--- config.mk ---
export PLATFORM = sky130hd
export DESIGN_NAME = fetch_stage
export DESIGN_NICKNAME = d
export VERILOG_FILES = /design/src/rtl/fetch_stage.sv
export SDC_FILE = /design/constraint.sdc
export NUM_CORES = 1
export LEC_CHECK = 0
export ABC_CLOCK_PERIOD_IN_PS = 2300
export BUFFER_PORTS_ARGS = -buffer_cell sky130_fd_sc_hd__buf_2
export CORE_MARGIN = 4
export CORE_UTILIZATION = 35
export DETAILED_ROUTE_END_ITERATION = 10
export SKIP_CTS_REPAIR_TIMING = 1
export SLEW_MARGIN = 15
export SYNTH_ARGS = -nofsm -noshare
export SYNTH_HDL_FRONTEND = slang
export SYNTH_SLANG_ARGS = --single-unit
--- constraint.sdc ---
create_clock -name clk -period 2.3 [get_ports clk]
set_clock_uncertainty 0.15 [all_clocks]
set_input_delay 0.115 -clock clk [delete_from_list [all_inputs] [get_ports clk]]
set_output_delay 0.115 -clock clk [all_outputs]
set_load 0.01 [all_outputs]
--- src/rtl/fetch_stage.sv ---
// fetch_stage: PC owner, ROM address driver and decode-side
// valid/ready output with a one-entry skid buffer.
// Optional counters: define FETCH_PERF_EN.
module fetch_stage #(
  parameter logic [31:0] RESET_PC   = 32'h0,
  parameter int          PROG_WORDS = 5
) (
  input  logic        clk,
  input  logic        rst,
  output logic [31:0] rom_pc,
  input  logic [31:0] rom_inst,
  input  logic        br_taken,
  input  logic [31:0] br_target,
  output logic        dec_valid,
  input  logic        dec_ready,
  output logic [31:0] dec_inst,
  output logic [31:0] dec_pc,
  output logic [31:0] dec_pc8,
`ifdef FETCH_PERF_EN
  output logic [31:0] perf_fetched,
  output logic [31:0] perf_flushed,
`endif
  output logic        halted
);

  localparam logic [31:0] END_PC =
    RESET_PC + 32'(4 * PROG_WORDS);

  logic [31:0] pc_q, pc_d;
  logic        if_v_q;
  logic [31:0] if_pc_q;
  logic        sk_v_q;
  logic [31:0] sk_inst_q, sk_pc_q;
  logic        dv_q;
  logic [31:0] di_q, dp_q;
  logic        halted_q;

  logic in_range, out_free, issue, halt_c;

  // Issue decision and next PC
  always_comb begin
    in_range = pc_q < END_PC;
    out_free = !dv_q || dec_ready;
    issue    = !br_taken && out_free
               && !sk_v_q && in_range;
    halt_c   = !in_range && !if_v_q
               && !sk_v_q && !dv_q;
    pc_d     = issue ? pc_q + 32'd4 : pc_q;
  end

  // PC, in-flight tag, skid and output register
  always_ff @(posedge clk) begin
    if (rst) begin
      pc_q      <= RESET_PC;
      if_v_q    <= 1'b0;
      if_pc_q   <= '0;
      sk_v_q    <= 1'b0;
      sk_inst_q <= '0;
      sk_pc_q   <= '0;
      dv_q      <= 1'b0;
      di_q      <= '0;
      dp_q      <= '0;
      halted_q  <= 1'b0;
    end else if (br_taken) begin
      pc_q     <= br_target & ~32'h3;
      if_v_q   <= 1'b0;
      sk_v_q   <= 1'b0;
      dv_q     <= 1'b0;
      halted_q <= 1'b0;
    end else begin
      pc_q   <= pc_d;
      if_v_q <= issue;
      if (issue)
        if_pc_q <= pc_q;
      if (out_free) begin
        if (sk_v_q) begin
          dv_q   <= 1'b1;
          di_q   <= sk_inst_q;
          dp_q   <= sk_pc_q;
          sk_v_q <= if_v_q;
          if (if_v_q) begin
            sk_inst_q <= rom_inst;
            sk_pc_q   <= if_pc_q;
          end
        end else if (if_v_q) begin
          dv_q <= 1'b1;
          di_q <= rom_inst;
          dp_q <= if_pc_q;
        end else begin
          dv_q <= 1'b0;
        end
      end else if (if_v_q) begin
        sk_v_q    <= 1'b1;
        sk_inst_q <= rom_inst;
        sk_pc_q   <= if_pc_q;
      end
      if (halt_c)
        halted_q <= 1'b1;
    end
  end

`ifdef FETCH_PERF_EN
  logic [31:0] pf_q, pl_q;
  logic [31:0] drop;

  // An output word taken by decode in the
  // flush cycle is delivered, not dropped.
  always_comb begin
    drop = 32'(if_v_q) + 32'(sk_v_q)
         + 32'(dv_q && !dec_ready);
  end

  // Delivery and flush counters
  always_ff @(posedge clk) begin
    if (rst) begin
      pf_q <= '0;
      pl_q <= '0;
    end else begin
      if (dv_q && dec_ready)
        pf_q <= pf_q + 32'd1;
      if (br_taken)
        pl_q <= pl_q + drop;
    end
  end

  assign perf_fetched = pf_q;
  assign perf_flushed = pl_q;
`endif

  assign rom_pc    = pc_q;
  assign dec_valid = dv_q;
  assign dec_inst  = di_q;
  assign dec_pc    = dp_q;
  assign dec_pc8   = dp_q + 32'd8;
  assign halted    = halted_q;

endmodule

* Word level (Yosys, flattened, before mapping)
Cells that the tools add are included.
** Word-level totals
- Bits in registers :: 196
- Bits of input ports :: 68
- Output and inout bits :: 130
- Word-level logic and storage cells :: 52
** Cells by class
- $add $sub $neg :: 2
- Order comparisons :: 1
- Eq/ne operators :: 1
- Multiplexer cells :: 17
- Bitwise logic cells :: 1
- Reduce and logical (&&, ||, !) cells :: 19
** Operators by type and width (count)
- 32-bit two-way mux :: 12
- 32-bit by 3-bit adder with 32-bit output, second input constant :: 1
- 32-bit by 4-bit adder with 32-bit output, second input constant :: 1
- 32-bit by 5-bit < comparator with 1-bit output, second input constant :: 1
- 1-bit logical AND :: 6
- 2-bit nonzero test :: 3
- 1-bit logical NOT :: 5
- 1-bit two-way mux :: 5
- 2-bit AND reduction :: 2
- 3-bit AND reduction :: 1
- 2-bit inequality test, second input constant :: 1
- 2-bit OR reduction :: 1
- 1-bit logical OR :: 1
- 1-bit inverter :: 1

* Logic depth before layout (Yosys ltp)
Gate-level depths: netlist of the first run.
- Word-level depth :: 7
- Depth in mapped cells :: 7
- Mapped depth without buffers :: 5

* Worst setup path before layout of the first run
OpenSTA, ideal clock, no wires.
- Kind :: register to output
- Start :: reg dp_q[3], in the netlist dec_pc[3]
- End :: out dec_pc8[31]
- Arrival time :: 1653 ps
- Required time :: 2035 ps
- Slack :: 382 ps
- Cell stages (with the launch flop) :: 6
- Path buffers :: 0
- Cell sequence :: dfxtp_1 ha_1 nand3_1 nor4_4 nand4_1 xnor2_1
** Between the ends
- Longest elaborated chain between the ends :: 1
** RTL lines
- from (decl) :: RTL line 35 : logic [31:0] di_q, dp_q;
- from (signal assigned) :: RTL line 79 : dp_q <= sk_pc_q;
- from (signal assigned) :: RTL line 88 : dp_q <= if_pc_q;
- 32-bit by 4-bit adder with 32-bit output :: RTL line 134 : assign dec_pc8 = dp_q + 32'd8;
- to (decl) :: RTL line 18 : output logic [31:0] dec_pc8,
No other way between the ends.

* Worst setup path in the final report of the first run
- Start :: reg dp_q[11], in the netlist dec_pc[11]
- End :: out dec_pc8[30]
The elaborated chain is that of the path after synthesis.

==> results of run 1 <==
[metal layers]
layer  global-route usage [%]  vias up
li1                         -     3396
met5                        0        -
met1                     21.5     3037
met4                     3.68        0
met3                     4.23       23
met2                     24.0      156
[stage by stage]
step	TNS, ns	cells	setup slack [ns]	utilization, %
4_1_cts	-0.421	1306	-0.210	44.1
3_3_place_gp	0	1274	0.296	41.1
6_report	0	1379	0.0985	48.0
2_1_floorplan	0	850	0.382	-
3_5_place_dp	0	1274	0.257	41.1
5_1_grt	-0.0658	1379	-0.0259	48.0
[worst reg2reg max path, delay by kind of cell (launching register included)]
family	cells	cell delay (ns)
buffers and inverters	1	0.08
AO/OA/AOI/OAI	2	0.87
adder cells (fa/ha/maj)	1	0.21
flip-flops	1	0.41
AND/OR/NAND/NOR	1	0.26
[power breakdown]
part	internal (mW)	switching [mW]	total [mW]
registers	3.28	0.0294	3.31
logic	0.204	0.214	0.417
clock network	2.00	1.30	3.30
total	5.48	1.54	7.03
[placed cells by master, fill, tap and decap left out, types with 3 or more instances in the layout]
| cell type | n |
|---|---|
| sky130_fd_sc_hd__a211oi_1 | 62 |
| sky130_fd_sc_hd__and4_1 | 4 |
| sky130_fd_sc_hd__dfxtp_1 | 172 |
| sky130_fd_sc_hd__xor2_1 | 6 |
| sky130_fd_sc_hd__dlygate4sd3_1 | 62 |
| sky130_fd_sc_hd__and2_4 | 8 |
| sky130_fd_sc_hd__buf_2 | 188 |
| sky130_fd_sc_hd__nand3_1 | 10 |
| sky130_fd_sc_hd__inv_6 | 4 |
| sky130_fd_sc_hd__bufinv_16 | 5 |
| sky130_fd_sc_hd__nor2_1 | 97 |
| sky130_fd_sc_hd__a31oi_1 | 3 |
| sky130_fd_sc_hd__dfxtp_2 | 8 |
| sky130_fd_sc_hd__buf_12 | 6 |
| sky130_fd_sc_hd__nor4_1 | 5 |
| sky130_fd_sc_hd__buf_6 | 4 |
| sky130_fd_sc_hd__and2_1 | 20 |
| sky130_fd_sc_hd__nand2_1 | 135 |
| sky130_fd_sc_hd__inv_1 | 7 |
| sky130_fd_sc_hd__mux2i_1 | 89 |
| sky130_fd_sc_hd__clkbuf_16 | 17 |
| sky130_fd_sc_hd__xnor2_1 | 21 |
| sky130_fd_sc_hd__a21oi_1 | 67 |
| sky130_fd_sc_hd__o31ai_1 | 3 |
| sky130_fd_sc_hd__conb_1 | 6 |
| sky130_fd_sc_hd__nand4_1 | 15 |
| sky130_fd_sc_hd__nand3_4 | 3 |
| sky130_fd_sc_hd__buf_4 | 24 |
| sky130_fd_sc_hd__dfxtp_4 | 8 |
| sky130_fd_sc_hd__clkinv_2 | 3 |
[cell families (layout without fill, tap and decap cells)]
| family | count (synthesis) | in the layout | synth area share, % |
|---|---|---|---|
| multiplexers | 89 | 89 | 11.5 |
| other | 1 | 6 | 0.0484 |
| buffers and inverters | 74 | 323 | 4.80 |
| AND/OR/NAND/NOR | 315 | 315 | 19.0 |
| AO/OA/AOI/OAI | 148 | 148 | 12.5 |
| flip-flops | 188 | 188 | 48.6 |
| XOR/XNOR | 27 | 27 | 3.05 |
| adder cells (fa/ha/maj) | 3 | 3 | 0.485 |
[worst max-delay path by stage]
stage,endpoint,slack (ns),from,cells after the start
after floorplan,dec_pc8[31],0.38,dec_pc[3],5
after global placement,if_pc_q[29],0.30,rom_pc[2],5
after detailed placement,rom_pc[3],0.26,rom_pc[12],4
after CTS,dec_pc8[31],-0.21,dec_pc[11],6
after global routing,dec_pc8[31],-0.03,dec_pc[7],6
final,dec_pc8[30],0.1,dec_pc[11],7
[area by class of cell]
class                           instances  area [um^2]  share of cell area [%]
Clock buffer                           19          453                    4.33
Clock inverter                         13          209                    2.00
Inverter                                7         26.3                   0.251
Multi-Input combinational cell        588         3720                    35.5
Sequential cell                       188         3800                    36.3
Tap cell                              280          350                    3.35
Timing Repair Buffer                  284         1910                    18.2
[state kept, by name (all words and copies together), names as in the netlist]
| register | cells |
|---|---|
| sk_pc_q | 30 |
| if_pc_q | 30 |
| halted | 1 |
| if_v_q | 1 |
| dec_pc | 30 |
| rom_pc | 30 |
| sk_v_q | 1 |
| dec_valid | 1 |
| dec_inst | 32 |
| sk_inst_q | 32 |
==> PnR_summary.wiki, run 1 <==
{| class="wikitable"
! Metric !! Value
|-
| Number of rows in the core area || 54
|-
| Buffering stage count on the worst path with inverters included || 3
|-
| PortBufs || 189
|-
| Setup repair after global routing missed its margin || yes
|-
| Ys async rst share || 0%
|-
| Slew Viols, Final || 0
|-
| H-tree depth reported by CTS || 4
|-
| Max Used Layer || met4
|-
| Min cycle time layout || 2.20 ns
|-
| Worst R2R Path Depth || 5
|-
| Worst min-delay path class || input port to register
|-
| Total power of the final layout || 7.03 mW
|-
| Normalized max-slew margin || 54.6%
|-
| Startpoint of the worst-slack reg-to-reg timing path || rom_pc[3]
|-
| Sequential share of the synthesized area || 48.6%
|-
| Chip Height || 157 um
|-
| Main synth FF type || sky130_fd_sc_hd__dfxtp_1
|-
| Count of maximum capacitance violations || 0
|-
| Critical path's top delay family || buffers and inverters
|-
| Tot GR Track Use || 15.5%
|-
| Count of vias placed by the detailed router || 6612
|-
| Weighted congestion reported at the end of routability-driven placement || 0.741
|-
| Worst Max-Slew Pin Slew || 0.680 ns
|-
| Crit-path slowest cell || sky130_fd_sc_hd__dfxtp_4
|-
| Largest net degree at the start of global routing || 100
|-
| Flops & latches, synth || 188
|-
| Cell accounting for the most synthesized area || sky130_fd_sc_hd__dfxtp_1
|-
| Critical Path, Cell by Cell || nand4_4 -> buf_4 -> nor4_4 -> buf_6 -> nand4_1 -> xnor2_1 -> buf_2
|-
| PwrDens || 671 mW/mm^2
|-
| Area growth, synth to finish || 35.2%
|-
| Starting density of the core || 35.5%
|-
| Worst path arrival time || 1.94 ns
|-
| Total CTS buffers || 17
|-
| DR vias/cell || 4.79
|-
| Routed Wire Length || 19700 um
|-
| GRT Residual Overflow || 0
|-
| Static Leakage || 4.11 nW
|-
| Post-DP Area || 0.00897 mm^2
|-
| Routed Antenna Nets || 0
|-
| Library cell used as clock root buffer || sky130_fd_sc_hd__clkbuf_16
|-
| Maximum fanout encountered on the critical timing path || 7
|-
| Initial detailed-routing violation count || 356
|-
| Number of I/O pins || 198
|-
| Post-Syn Area || 0.00774 mm^2
|-
| Routed metal-1 wirelength || 9070 um
|-
| Post-synth top area share || 48.6%
|-
| Distinct cells, synth || 46
|-
| Outcome || completed
|-
| Die Width || 157 um
|-
| Clk_lat worst skew || 0.43 ns
|-
| Period utilisation layout || 95.7%
|-
| Total number of yosys warnings || 0
|-
| Drt first pass iters || 4
|-
| End of the worst register-to-register path || if_pc_q[21]
|-
| Synthesized area divided by synthesized cell count || 9.16 um^2
|-
| CTS clk-pin slew, worst paths || 0.07 ns
|-
| Most frequent cell after synthesis || sky130_fd_sc_hd__dfxtp_1
|-
| Post-detailed-route wirelength per cell || 14.3 um
|-
| Startpoint type of the worst setup path || register
|-
| Area of the core || 0.0218 mm^2
|-
| Proportion of layout cells with a drive suffix above 1 || 27.0%
|-
| Number of design rule violations left after detail routing || 0
|-
| Final-stage net count || 1157
|-
| Most frequent cells after synthesis || sky130_fd_sc_hd__dfxtp_1 (188), sky130_fd_sc_hd__nand2_1 (136), sky130_fd_sc_hd__nor2_1 (97)
|-
| Final-layout worst hold slack || 0.0297 ns
|-
| Flop-to-flop setup slack || 0.26 ns
|-
| Met3 wirelength from detailed routing || 1010 um
|-
| Number of antenna violations at the first check in global routing || 0
|-
| Maximum clock path buffer count || 2
|-
| Routed length on met2 || 9290 um
|-
| # diodes || 0
|-
| Element type at the critical path end || primary output
|-
| Worst-case hold path end point || dec_valid
|-
| Synthesized instance count || 845
|-
| VDD IR max || 475 uV
|-
| Critical path class || register to primary output
|-
| Die area || 0.0246 mm^2
|-
| Global-route wire length before repair || 30700 um
|-
| Final Instance Area || 0.0105 mm^2
|-
| Via count of the first global-routing pass || 5786
|-
| Number of clock sinks || 188
|-
| Detail Placement HPWL || 12400 um
|-
| Top cells by area, synth || sky130_fd_sc_hd__dfxtp_1 (49%), sky130_fd_sc_hd__mux2i_1 (12%), sky130_fd_sc_hd__nand2_1 (6.6%)
|-
| Crit path largest cell delay || 0.39 ns
|-
| Required time of the critical path || 2.04 ns
|-
| Hold_sp || dec_ready
|-
| Number of enable flip-flop cells after synthesis || 0
|-
| Final setup violating endpoints || 0
|-
| Clock tree from TritonCTS || built
|-
| WHS Path Cells || 3
|-
| Hold violation count in the final report || 0
|-
| Top achievable clock speed || 454 MHz
|-
| Fill count || 2077
|}
Note: power is estimated with default switching activity, not from simulation.
==> run 2: changes to the inputs <==
ABC_AREA = 1   (was default)
CORE_UTILIZATION = 30   (was 35)
SKIP_LAST_GASP = 1   (was default)
==> run 2 against run 1 <==
Combinational power rose by 16%. Register-to-register slack gained 0.12 ns. Die area is 28% higher. Sequential cell count stayed put. Worst setup slack gained 0.029 ns. Non-clock buffer count shrank 5. First-iteration DRC count up 15%. Clock-buffer cell count unchanged. Routed wire length up 22%. Synthesized cell count up 30%. Total power shrank 5.4%. Highest routed layer unchanged.
==> PnR_summary.wiki, run 2 <==
{| class="wikitable"
! Metric !! Value
|-
| Weighted congestion reported at the end of routability-driven placement || 0.926
|-
| Proportion of layout cells with a drive suffix above 1 || 27.7%
|-
| Starting density of the core || 30.6%
|-
| Internal power || 4.98 mW
|-
| Synthesized instance count || 1097
|-
| Total number of yosys warnings || 0
|-
| Part of the total power dissipated in sequential elements || 49.9%
|-
| Number of I/O pins || 198
|-
| Period utilisation layout || 94.5%
|-
| Tot GR Track Use || 14.6%
|-
| Most frequent standard cell in the layout excluding fill and tap cells || sky130_fd_sc_hd__buf_2
|-
| Setup repair after global routing missed its margin || yes
|-
| Post-detailed-route wirelength per cell || 14.0 um
|-
| Number of design rule violations left after detail routing || 0
|-
| Initial detailed-routing violation count || 410
|-
| Sum of negative setup slack || 0 ns
|-
| Library cell used as clock root buffer || sky130_fd_sc_hd__clkbuf_16
|-
| Final Instance Area || 0.0112 mm^2
|-
| Sw Share || 25.1%
|-
| Critical path class || register to primary output
|-
| Outcome || completed
|-
| Worst path arrival time || 1.91 ns
|-
| Clock network fraction of total power || 42.8%
|-
| Cell accounting for the most synthesized area || sky130_fd_sc_hd__dfxtp_1
|-
| Normalized max-slew margin || 57.7%
|-
| Min cycle time layout || 2.17 ns
|-
| CTS clk-pin slew, worst paths || 0.07 ns
|-
| Global-route wire length before repair || 37400 um
|-
| Worst R2R Path Depth || 10
|-
| Most frequent cell after synthesis || sky130_fd_sc_hd__dfxtp_1
|-
| H-tree depth reported by CTS || 4
|-
| Die area || 0.0314 mm^2
|-
| Post-synth top area share || 43.9%
|-
| Most frequent cells in the layout || sky130_fd_sc_hd__buf_2 (188), sky130_fd_sc_hd__dfxtp_1 (178), sky130_fd_sc_hd__nand2_1 (160)
|-
| Number of antenna violations at the first check in global routing || 0
|-
| Total CTS buffers || 17
|-
| Main synth FF type || sky130_fd_sc_hd__dfxtp_1
|-
| Number of enable flip-flop cells after synthesis || 0
|-
| Die Width || 177 um
|-
| Flops & latches, synth || 188
|-
| Area growth, synth to finish || 30.4%
|-
| # diodes || 0
|-
| Maximum fanout encountered on the critical timing path || 4
|-
| Ys async rst share || 0%
|-
| Required time of the critical path || 2.04 ns
|-
| Worst min-delay path class || input port to register
|-
| Top achievable clock speed || 460 MHz
|-
| Number of clock sinks || 188
|-
| Static Leakage || 4.65 nW
|-
| Element type at the critical path end || primary output
|-
| Distinct cells, synth || 34
|-
| Final setup violating endpoints || 0
|-
| Post-DP Area || 0.00982 mm^2
|-
| Most frequent cells after synthesis || sky130_fd_sc_hd__dfxtp_1 (188), sky130_fd_sc_hd__nand2_1 (162), sky130_fd_sc_hd__inv_1 (143)
|-
| Worst Max-Slew Pin Slew || 0.634 ns
|-
| Hold violation count in the final report || 0
|-
| Startpoint type of the worst setup path || register
|-
| DR vias/cell || 4.60
|-
| Number of rows in the core area || 61
|-
| Detail Placement HPWL || 15900 um
|-
| Count of vias placed by the detailed router || 7878
|-
| Post-Syn Area || 0.00858 mm^2
|-
| Combinational power share || 7.3%
|-
| Via count of the first global-routing pass || 7207
|-
| Routed Antenna Nets || 0
|-
| Sequential share of the synthesized area || 43.9%
|-
| Largest net degree at the start of global routing || 59
|-
| GRT Residual Overflow || 0
|-
| Top cells by area, synth || sky130_fd_sc_hd__dfxtp_1 (44%), sky130_fd_sc_hd__a21oi_1 (8.1%), sky130_fd_sc_hd__a211oi_2 (7.6%)
|-
| Clock tree from TritonCTS || built
|-
| Chip Height || 177 um
|-
| VDD IR max || 327 uV
|-
| PortBufs || 189
|-
| Drt first pass iters || 6
|-
| WHS Path Cells || 4
|-
| Slew Viols, Final || 0
|-
| Reported net switching power || 1.67 mW
|-
| Final-stage net count || 1391
|-
| Maximum clock path buffer count || 2
|-
| Clk_lat worst skew || 0.42 ns
|-
| Synthesized area divided by synthesized cell count || 7.82 um^2
|-
| Area of the core || 0.0280 mm^2
|-
| Routed Wire Length || 23900 um
|-
| Count of maximum capacitance violations || 0
|-
| PwrDens || 595 mW/mm^2
|}
[run 2: cell types whose count changed after synthesis, sizes merged, moves of 19 or more]
cell,delta
inv,+145
o21ai,+101
a21oi,+91
mux2i,-89
nand3,+58
nor2,-36
nand2,+30
and2,-26
xnor2,-20
xor2,+19
[run 2: worst paths after layout]
kind | startpoint | endpoint | slack, ns
worst max-delay path | dec_pc[10] | dec_pc8[20] | 0.13
worst min-delay path | br_taken | if_pc_q[2] | 0.03
worst max register to register | rom_pc[2] | rom_pc[20] | 0.38
worst min register to register | sk_inst_q[16] | sk_inst_q[16] | 0.30
[run 2: cell families after synthesis]
| kind of cell | synth area share, % |
|---|---|
| compound gates | 23.9 |
| xor+xnor | 2.65 |
| fa+ha+maj | 0.438 |
| buf+inv | 11.9 |
| flops | 43.9 |
| other cells | 0.0437 |
| simple gates | 17.2 |
[run 2: area by class of cell]
type	count	area (um^2)
Clock buffer	19	443
Clock inverter	13	123
Fill cell	2904	16800
Inverter	152	573
Multi-Input combinational cell	682	3950
Sequential cell	188	3780
Tap cell	378	473
Timing Repair Buffer	279	1850
[run 2: through the flow]
stage | hold WS, ns | cells | setup slack [ns] | util (%) | total power, mW
2_1_floorplan | 0.105 | 1102 | 0.541 | - | 3.63
3_3_place_gp | 0.212 | 1612 | 0.350 | 35.0 | 3.79
3_5_place_dp | 0.215 | 1612 | 0.328 | 35.0 | 3.80
4_1_cts | -0.237 | 1644 | -0.144 | 37.1 | 6.67
5_1_grt | 0.0660 | 1711 | -0.0303 | 39.9 | 6.96
6_report | 0.0252 | 1711 | 0.127 | 39.9 | 6.65
[run 2: worst max-delay path, stage by stage, from the launching register on]
cell	delay [ns]
sky130_fd_sc_hd__dfxtp_1	0.42
sky130_fd_sc_hd__nand2_1	0.19
sky130_fd_sc_hd__nor3_4	0.20
sky130_fd_sc_hd__inv_1	0.10
sky130_fd_sc_hd__nor2_4	0.14
sky130_fd_sc_hd__nand4_1	0.13
sky130_fd_sc_hd__xor2_1	0.16
sky130_fd_sc_hd__buf_2	0.14
[run 2: per-layer routing]
metal | wire length, um | part of all wire (%) | vias up | GRT usage [%]
li1 | - | - | 4033 | -
met1 | 11200 | 47 | 3620 | 19.9
met2 | 11100 | 47 | 202 | 23.5
met3 | 1310 | 5.5 | 23 | 3.03
met4 | 311 | 1.3 | 0 | 4.09
met5 | 0 | 0 | - | 0
[run 2: power by group through the flow]
stage	Sequential (mW)	Clock [mW]	Combinational, mW
after floorplan	3.41	0	0.220
after detailed placement	3.40	0	0.400
after global placement	3.40	0	0.398
after CTS	3.32	2.95	0.403
after global routing	3.33	3.09	0.545
final	3.32	2.84	0.483
==> run 3: changes to the inputs <==
CORE_UTILIZATION = 54   (was 30)
PLACE_DENSITY = 0.8   (was default)
SETUP_SLACK_MARGIN = 0.5   (was default)
==> run 3 against run 2 <==
Non-clock buffer count rose by 21. Final area up 3.3%. Final cell count decreased by 8.5%. Critical path depth stayed put. Via count is 7.6% higher. Sequential cell count stayed put. Routed wire length grew 5.2%. Total power rose by 5.3%. Largest cell class unchanged. Highest routed layer unchanged.
==> PnR_summary.wiki, run 3 (synthesis gave the netlist of run 2 again) <==
{| class="wikitable"
! Metric !! Value
|-
| Routed Antenna Nets || 0
|-
| Maximum clock path buffer count || 2
|-
| H-tree depth reported by CTS || 4
|-
| Most frequent standard cell in the layout excluding fill and tap cells || sky130_fd_sc_hd__buf_2
|-
| Post-detailed-route wirelength per cell || 16.1 um
|-
| Clock tree from TritonCTS || built
|-
| Element type at the critical path end || primary output
|-
| Worst R2R Path Depth || 8
|-
| Weighted congestion reported at the end of routability-driven placement || 0.958
|-
| Startpoint type of the worst setup path || register
|-
| Critical Path, Cell by Cell || ha_4 -> nand3_4 -> nor3_4 -> nand4_1 -> nor2_2 -> xor2_1 -> buf_2
|-
| Most frequent cells in the layout || sky130_fd_sc_hd__buf_2 (188), sky130_fd_sc_hd__dfxtp_1 (161), sky130_fd_sc_hd__nand2_1 (147)
|-
| Worst min-delay path class || input port to register
|-
| Number of clock sinks || 188
|-
| PwrDens || 606 mW/mm^2
|-
| Top achievable clock speed || 435 MHz
|-
| Startpoint of the worst-slack reg-to-reg timing path || dec_valid
|-
| Largest net degree at the start of global routing || 92
|-
| Buffering stage count on the worst path with inverters included || 1
|-
| End of the worst register-to-register path || sk_pc_q[22]
|-
| Static Leakage || 4.97 nW
|-
| Area growth, synth to finish || 34.6%
|-
| Crit path largest cell delay || 0.37 ns
|-
| Crit-path slowest cell || sky130_fd_sc_hd__dfxtp_4
|-
| Initial detailed-routing violation count || 571
|-
| Number of design rule violations left after detail routing || 0
|-
| PortBufs || 189
|-
| Routed Wire Length || 25200 um
|-
| Min cycle time layout || 2.30 ns
|-
| Required time of the critical path || 2.04 ns
|-
| Period utilisation layout || 99.9%
|-
| Hold violation count in the final report || 0
|-
| Via count of the first global-routing pass || 7144
|-
| Worst path arrival time || 2.03 ns
|-
| Total CTS buffers || 17
|-
| Starting density of the core || 55.8%
|-
| Final core utilization || 75.1%
|-
| VDD IR max || 470 uV
|-
| Library cell used as clock root buffer || sky130_fd_sc_hd__clkbuf_16
|-
| Maximum fanout encountered on the critical timing path || 4
|-
| Die area || 0.0180 mm^2
|-
| Chip Height || 134 um
|-
| Outcome || completed
|-
| Hold_sp || br_taken
|-
| Die Width || 134 um
|-
| Number of rows in the core area || 45
|-
| GRT Residual Overflow || 0
|-
| Flop-to-flop setup slack || 0.57 ns
|-
| Count of vias placed by the detailed router || 8473
|-
| DR vias/cell || 5.41
|-
| Drt first pass iters || 6
|-
| Slew Viols, Final || 0
|-
| Critical path's top delay family || simple AND/OR/NAND/NOR gates
|-
| Setup repair after global routing missed its margin || yes
|-
| Final-layout worst hold slack || 0.0229 ns
|-
| Detail Placement HPWL || 14000 um
|-
| Proportion of layout cells with a drive suffix above 1 || 32.2%
|-
| Final setup violating endpoints || 0
|-
| Count of maximum capacitance violations || 0
|-
| Tot GR Track Use || 22.7%
|-
| Clk_lat worst skew || 0.43 ns
|-
| Global-route wire length before repair || 34000 um
|-
| Number of antenna violations at the first check in global routing || 0
|-
| CTS clk-pin slew, worst paths || 0.07 ns
|-
| Number of I/O pins || 198
|-
| Critical path class || register to primary output
|-
| Worst-case hold path end point || if_pc_q[2]
|-
| WHS Path Cells || 4
|-
| Final-stage net count || 1412
|-
| Area of the core || 0.0154 mm^2
|}
## run 3: cell types whose count changed in the layout (fill, tap and decap cells not counted), moves of 5 or more
cell	previous run	this run
sky130_fd_sc_hd__o21ai_1	12	18
sky130_fd_sc_hd__nor2_1	52	47
sky130_fd_sc_hd__nor3_4	5	10
sky130_fd_sc_hd__inv_1	141	136
sky130_fd_sc_hd__o21ai_0	91	85
sky130_fd_sc_hd__inv_4	1	6
sky130_fd_sc_hd__nand2_1	160	147
sky130_fd_sc_hd__buf_6	0	6
sky130_fd_sc_hd__dfxtp_4	0	18
sky130_fd_sc_hd__dfxtp_1	178	161
sky130_fd_sc_hd__nand2_2	4	14
sky130_fd_sc_hd__buf_4	22	33
## run 3: worst reg2reg max path: stages (launching register included)
cell                      delay (ns)
sky130_fd_sc_hd__dfxtp_1        0.34
sky130_fd_sc_hd__inv_2          0.06
sky130_fd_sc_hd__nor2_4         0.18
sky130_fd_sc_hd__inv_8          0.14
sky130_fd_sc_hd__nand2_2        0.12
sky130_fd_sc_hd__nand3_4        0.10
sky130_fd_sc_hd__buf_6          0.21
sky130_fd_sc_hd__o21ai_0        0.23
sky130_fd_sc_hd__a21oi_1        0.09
## run 3: final cells by class
class	instances	area [um^2]
well taps	211	264
clock buffers	21	470
fillers	1064	3820
inverters	152	593
diodes	1	2.50
clock inverters	11	180
multi-input cells	682	4110
flip-flops and latches	188	3840
repair buffers	300	2090
## run 3: worst max path at each step
stage	cells past startpoint	startpoint	endpoint	slack, ns
after floorplan	6	dec_pc[3]	dec_pc8[25]	0.54
after global placement	10	rom_pc[2]	rom_pc[18]	0.36
after detailed placement	10	rom_pc[2]	rom_pc[26]	0.26
after CTS	7	dec_pc[4]	dec_pc8[25]	-0.14
after global routing	7	dec_pc[3]	dec_pc8[21]	-0.09
final	7	dec_pc[4]	dec_pc8[25]	0.002
## run 3: through the flow
stage / setup WS [ns] / power [mW] / instance area (um^2) / setup TNS [ns] / std cells
detailed placement: 0.256 / 3.78 / 9590 / 0 / 1440
finish: 0.00179 / 7.00 / 11500 / 0 / 1566
CTS: -0.143 / 6.94 / 10200 / -0.192 / 1472
global placement: 0.359 / 3.77 / 9590 / 0 / 1440
floorplan: 0.541 / 3.63 / 8600 / 0 / 1102
global route: -0.0883 / 7.22 / 11500 / -0.182 / 1565
## run 3: per-layer routing
layer,global-route usage [%],vias to the layer above,part of all wire (%)
met5,0,-,0
met4,10.2,0,3.8
met3,5.03,77,6.8
met2,36.4,391,50
met1,29.5,3929,40
li1,-,4076,-
## run 3: power by group
part / internal, mW / leakage [nW] / switching (mW)
clock: 1.93 / 0.308 / 1.28
sequential: 3.27 / 1.54 / 0.0329
combinational: 0.224 / 3.13 / 0.265
